<file path="src/rtl/axis_rr_arbiter.sv">
// Packet-level round-robin merge of N AXI4-Stream sources onto one sink; 1-cycle arbitration, zero-latency PASS path.
// Backpressure: M_TREADY is forwarded combinationally to the granted source only; grant held until TLAST (or truncation).
module axis_rr_arbiter #(
    parameter int N         = 4,
    parameter int DATA_W    = 64,
    parameter int MAX_BEATS = 0
) (
    input  logic                       ACLK,
    input  logic                       ARESET,
    input  logic [N-1:0]               EN,
    input  logic [N-1:0]               S_TVALID,
    output logic [N-1:0]               S_TREADY,
    input  logic [N*DATA_W-1:0]        S_TDATA,
    input  logic [N*(DATA_W/8)-1:0]    S_TKEEP,
    input  logic [N-1:0]               S_TLAST,
    output logic                       M_TVALID,
    input  logic                       M_TREADY,
    output logic [DATA_W-1:0]          M_TDATA,
    output logic [(DATA_W/8)-1:0]      M_TKEEP,
    output logic                       M_TLAST,
    output logic [N-1:0]               GRANT,
    output logic                       TRUNC
);
    localparam int KEEP_W = DATA_W / 8;
    localparam int PW     = $clog2(N);
    localparam logic TRUNC_EN = (MAX_BEATS != 0);
    localparam logic [15:0] LAST_CNT = (MAX_BEATS == 0) ? 16'd0 : 16'(MAX_BEATS - 1);

    typedef enum logic {ARB, PASS} state_t;

    state_t              state;
    logic [PW-1:0]       ptr;
    logic [PW-1:0]       gidx;
    logic [PW-1:0]       pick;
    logic [N-1:0]        gnt;
    logic [N-1:0]        req;
    logic [15:0]         cnt;
    logic                trunc_q;
    logic                found;
    logic                in_pass;
    logic                sel_vld;
    logic                sel_last;
    logic [DATA_W-1:0]   sel_data;
    logic [KEEP_W-1:0]   sel_keep;
    logic                cut;
    logic                beat;
    logic                pkt_end;

    assign req = S_TVALID & EN;

    // Rotating priority search starting at ptr, wrapping at N (not at 2**PW).
    always_comb begin : rr_search
        int idx;
        found = 1'b0;
        pick  = '0;
        idx   = 0;
        for (int k = 0; k < N; k++) begin
            idx = int'(ptr) + k;
            if (idx >= N) idx = idx - N;
            if (!found && req[idx]) begin
                found = 1'b1;
                pick  = PW'(idx);
            end
        end
    end

    always_comb begin
        sel_vld  = S_TVALID[gidx];
        sel_last = S_TLAST[gidx];
        sel_data = S_TDATA[int'(gidx)*DATA_W +: DATA_W];
        sel_keep = S_TKEEP[int'(gidx)*KEEP_W +: KEEP_W];
    end

    assign in_pass = (state == PASS);
    assign cut     = TRUNC_EN && (cnt == LAST_CNT);
    assign beat    = in_pass && sel_vld && M_TREADY;
    assign pkt_end = beat && (sel_last || cut);

    assign M_TVALID = in_pass && sel_vld;
    assign M_TDATA  = sel_data;
    assign M_TKEEP  = sel_keep;
    assign M_TLAST  = in_pass && (sel_last || cut);
    assign S_TREADY = in_pass ? (gnt & {N{M_TREADY}}) : '0;
    assign GRANT    = gnt;
    assign TRUNC    = trunc_q;

    always_ff @(posedge ACLK or posedge ARESET) begin
        if (ARESET) begin
            state   <= ARB;
            ptr     <= '0;
            gidx    <= '0;
            gnt     <= '0;
            cnt     <= '0;
            trunc_q <= 1'b0;
        end else begin
            trunc_q <= 1'b0;
            case (state)
                ARB: begin
                    if (found) begin
                        gnt   <= {{(N-1){1'b0}}, 1'b1} << pick;
                        gidx  <= pick;
                        cnt   <= '0;
                        state <= PASS;
                    end
                end
                PASS: begin
                    if (pkt_end) begin
                        state   <= ARB;
                        gnt     <= '0;
                        cnt     <= '0;
                        ptr     <= (gidx == PW'(N - 1)) ? '0 : gidx + 1'b1;
                        // Only a cut that overrides a non-last beat counts as truncation.
                        trunc_q <= cut && !sel_last;
                    end else if (beat) begin
                        cnt <= cnt + 16'd1;
                    end
                end
                default: state <= ARB;
            endcase
        end
    end
endmodule

</file>
<file path="config.mk">
export PLATFORM = sky130hd
export DESIGN_NAME = axis_rr_arbiter
export DESIGN_NICKNAME = d
export VERILOG_FILES = /design/src/rtl/axis_rr_arbiter.sv
export SDC_FILE = /design/constraint.sdc
export NUM_CORES = 1
export LEC_CHECK = 0
export BUFFER_PORTS_ARGS = -buffer_cell sky130_fd_sc_hd__buf_2
export CAP_MARGIN = 20
export CORE_AREA = 2 2 150 152
export CTS_BUF_LIST = sky130_fd_sc_hd__clkbuf_8
export DETAILED_ROUTE_END_ITERATION = 16
export DIE_AREA = 0 0 152 154
export HOLD_SLACK_MARGIN = 0.1
export PLACE_DENSITY = 0.42
export SETUP_SLACK_MARGIN = 0.3
export SLEW_MARGIN = 20
export SYNTH_ARGS = -nofsm -noshare
export SYNTH_HDL_FRONTEND = slang
export SYNTH_SLANG_ARGS = --single-unit
</file>
<file path="constraint.sdc">
create_clock -name ACLK -period 1.6 [get_ports ACLK]
set_input_delay 0.32 -clock ACLK [delete_from_list [all_inputs] [get_ports ACLK]]
set_output_delay 0.32 -clock ACLK [all_outputs]
set_load 0.05 [all_outputs]
</file>
Word level (Yosys, flattened, before mapping)

Cells that the tools add are included.

Flip-flop bits (word level): 9
Input bits: 303
Output and inout bits: 83
Word-level logic and storage cells: 79

Add/sub/neg operators: 8
Magnitude comparators: 9
Eq/ne operators: 3
Shifts and indexed selects: 3
Muxes and demuxes: 36
Bitwise logic cells: 3
Reductions and logical operators: 13

Operator list:

| operator                                                                             | count |
|---|---|
| 256-bit by 9-bit indexed part select with 64-bit output                              | 1 |
| 32-bit by 4-bit less-than comparator with 1-bit output (second input constant)       | 4 |
| 32-bit two-way mux                                                                   | 4 |
| 32-bit by 6-bit indexed part select with 8-bit output                                | 1 |
| 1-bit two-way mux                                                                    | 16 |
| 1-bit binary-select mux with 2-bit select                                            | 6 |
| 4-bit two-way mux                                                                    | 3 |
| 3-bit by 3-bit subtractor with 4-bit output (second input constant)                  | 3 |
| 2-bit two-way mux                                                                    | 5 |
| 3-bit greater-or-equal comparator (second input constant)                            | 3 |
| 4-bit bitwise AND                                                                    | 2 |
| 4-bit case mux with 2 select lines                                                   | 1 |
| 1-bit logical AND                                                                    | 7 |
| 2-bit by 2-bit adder with 3-bit output (second input constant)                       | 2 |
| 2-bit AND reduction                                                                  | 3 |
| 1-bit by 2-bit << shifter with 4-bit output (first input constant)                   | 1 |
| 2-bit by 3-bit subtractor with 4-bit output (second input constant)                  | 1 |
| 2-bit by 1-bit adder with 3-bit output (second input constant)                       | 1 |
| 2-bit by 3-bit greater-or-equal comparator with 1-bit output (second input constant) | 1 |
| 1-bit logical NOT                                                                    | 3 |
| 2-bit by 3-bit less-than comparator with 1-bit output (second input constant)        | 1 |
| 2-bit by 1-bit adder with 2-bit output (second input constant)                       | 1 |
| 2-bit == test (second input constant)                                                | 1 |
| 2-bit by 1-bit inequality test with 1-bit output (second input constant)             | 1 |
| 3 further kinds                                                                      | 3 |

Longest topological paths before layout

Depth after elaboration: 18
Gate-level depth with buffers: 5
Depth with buffers taken out: 4

Least setup slack after synthesis

OpenSTA, ideal clock, no wires.

Path type: register to output
Start point: register gidx[0]
End point: output M_TDATA[0]
Data arrival time: 1.589 ns
Required time: 1.280 ns
Setup slack: -0.309 ns
Cell stages (with the launch flop): 5
Buffers on the path: 3
Cells stage by stage: dfrtp_1 buf_6 buf_2 buf_4 mux4_2

Cells in the longest elaborated chain, start to end: 1

RTL lines:

| what                                                    | line | source |
|---|---|---|
| start: declaration                                      | 33   | `logic [PW-1:0] gidx;` |
| start signal: assignment                                | 101  | `gidx <= pick;` |
| 256-bit by 9-bit indexed part select with 64-bit output | 70   | `sel_data = S_TDATA[int'(gidx)*DATA_W +: DATA_W];` |
| end: declaration                                        | 18   | `output logic [DATA_W-1:0] M_TDATA,` |

Every way passes these cells.

Final worst setup path

Start point: register gidx[0]
End point: output M_TDATA[40]

Same word-level chain as after synthesis.

==> metrics.cfg <==
[grt]
overflow=0
grt_pass1_wl_um=21600
track_usage_pct=11.9
grt_max_degree=40
grt_pass1_vias=3605
antenna_found_initial=1

[placement]
post_dp_cell_area_um2=4790
gp_congestion=0.765
io_buffers=384
place_inst=819
hpwl_um=13300

[synth]
async_reset_ff_share_pct=100
syn_nets=450
ys_seq_area_share_pct=9.83
synth_seq_cells=9
synth.distinct_cells=28
synthTopCellsByArea=mux4_2, dfrtp_1, buf_4, and3_1, nand2_1
yosys.area.top_type=mux4_2
yosysWarnings=0
syn-cell-area_um2=2290
netlist_top_cells_count=mux4_2, dfrtp_1, nand2_1
synth_edf_count=0
yosys.area.top_type_share_pct=72.7
ys.flop_type=dfrtp_1
yosysMostFrequentCell=mux4_2
avgSynthCellArea_um2=15.7
postSynthCellCount=146

[routing]
drc_errors=0
drt.antenna.violating_nets=0
routedWlPerCell_um=17.9
drt_first_pass_iters=6
via_per_inst=3.96
vias=3306
initialDrtViolationCount=118
routed_wl_um=14900

[pwr]
finalPower_mw=10.4
power_switching_mw=5.60
internal_power_mw=4.77
power_density_nw_per_um2=1870
pwr-share-seq_pct=5.0
peakVddDrop_v=0.00117
combPwrFrac_pct=92.4
p_sw_share_pct=54.0
p_clk_share_pct=2.5
leakage_nw=2.64

[setup_path]
crit_chain=buf_12 -> clkbuf_16 -> mux4_2 -> buf_6
critPathMaxStageDelay_ps=510
cp_top_family=buffers and inverters
crit_type=reg2out
r2r_setup_slack_ps=-200
worstPathRequired_ps=1280
path_max_fanout=15
reg2reg_from=gidx[0]
rr_worst_depth=5
crit_path_start_kind=flop
crit_path_end_kind=output pin
cp_num_buf_inv=3
cp_slowest_cell=mux4_2
timing.rr.end=ptr[1]
cp.arrival_ps=1710

[timing]
period_share_pct=127
setup_ws_ps=-432
finalMaxSlewViolations=0
layout_min_cycle_time_ps=2030
rsz0062_at_grt=yes
setup_tns_ps=-29950
setup_viol=81
hold_viol=0
clock.fmax_ghz=0.492
skew_ps=2.01

[cts]
clk_pin_slew_ps=50
cts_buffers=3
clkLatencyLatePin_ps=230
clock_sinks=9
clockBufferDepth=2
htree_levels=1
root_buffer=clkbuf_8
cts_tree=yes

[hold_path]
hold_depth=3
holdCritPathClass=in2reg
min-delay-start=M_TREADY
min_to=ptr[1]

[die]
fp-row-count=54
fp.coreArea_um2=21700
die_w_um=152
die-area_um2=23400
die_h_um=154
io_pins=386
start_util_pct=10.6

[outcome]
violations=setup timing
run_status=complete, but fails checks

[layout]
syn2layout_area_growth_pct=142
nNetsFinal=858
stdcell_count=834
fin_area_um2=5550
drive_above_1_share_pct=94.0
final_util_pct=25.6

[flow_run]
maxCapViolCount=0

power by group through the flow:
stage	combinational (mW)	clock [mW]	sequential [mW]
4_1_cts	9.43	0.269	0.522
3_5_place_dp	7.98	0	0.522
5_1_grt	9.99	0.280	0.544
2_1_floorplan	6.05	0	0.584
3_3_place_gp	7.95	0	0.527
6_report	9.58	0.263	0.523
worst max-delay path by stage:
stage	from	endpoint	slack, ps	cells past startpoint
finish	gidx[0]	M_TDATA[40]	-430	4
CTS	gidx[0]	M_TDATA[53]	-470	4
global route	gidx[0]	M_TDATA[8]	-470	4
floorplan	gidx[0]	M_TDATA[0]	-140	4
detailed placement	gidx[0]	M_TDATA[53]	-260	4
global placement	gidx[0]	M_TLAST	-250	4
tightest hold or removal path: stages:
cell     delay (ps)
buf_2           140
nand4_4         120
mux2_4          150
sequential cells by signal, summed over array words and instances (netlist names):
signal and flops:
ptr 2, GRANT 4, in_pass 1, gidx 2
kinds of logic (layout without fill, tap and decap cells):
logic type                 after synthesis  count (layout)  share of synthesized area, %
muxes                                   75              75                          73.2
and+or+nand+nor                         23              23                          6.01
other                                    1               2                         0.164
AOI/OAI and AO/OA                       16              16                          5.08
DFF                                      9               9                          9.83
adders and majority gates                1               1                         0.546
buffers and inverters                   21             428                          5.13
through the flow:
stage               hold slack [ps]  setup WS (ps)
detailed placement              311           -260
floorplan                       148           -141
finish                          531           -432
CTS                             529           -468
global placement                313           -247
global route                    545           -473
cells in the final DEF, fill, tap and decap left out, types with 2 or more instances in the layout:
| cell type | netlist | final |
|---|---|---|
| dfrtp_2 | 0 | 6 |
| buf_6 | 1 | 84 |
| nand2_1 | 9 | 9 |
| nand3_2 | 0 | 2 |
| buf_2 | 4 | 306 |
| and3_1 | 6 | 2 |
| o21ai_1 | 0 | 2 |
| buf_16 | 0 | 2 |
| inv_1 | 2 | 3 |
| o31ai_2 | 0 | 2 |
| dfrtp_4 | 0 | 2 |
| buf_4 | 7 | 18 |
| mux4_2 | 74 | 74 |
| o31ai_1 | 4 | 2 |
| clkbuf_8 | 0 | 3 |
| and2_4 | 0 | 2 |
| and3_4 | 0 | 4 |
| buf_12 | 0 | 5 |
| buf_8 | 0 | 4 |
| clkbuf_16 | 0 | 2 |
| a31o_1 | 2 | 2 |
layer usage:
layer | up-vias | track usage (%) | wire length (um)
met5 | - | 0 | 0
met4 | 0 | 1.25 | 74
met3 | 8 | 2.96 | 1270
met2 | 196 | 20.2 | 7260
met1 | 1603 | 15.7 | 6320
li1 | 1499 | - | -
cell type report:
cell class,instances,area (um2)
Antenna cell,1,2.50
Tap cell,280,350
Fill cell,2349,16100
Inverter,2,7.51
Clock buffer,3,41.3
Timing Repair Buffer,422,2890
Multi-Input combinational cell,116,2010
Sequential cell,9,240
Clock inverter,1,3.75
repair_timing:
action | 4_1_cts | 5_1_grt
gates cloned | 0 | 2
endpoints found under the setup margin | 86 | 87
hold buffers | 1 | 0
hold endpoints to repair | 9 | 0
pin swaps | 3 | 3
resized for setup | 174 | 10
buffers inserted | 3 | 4
(Power assumes the default switching activity.)
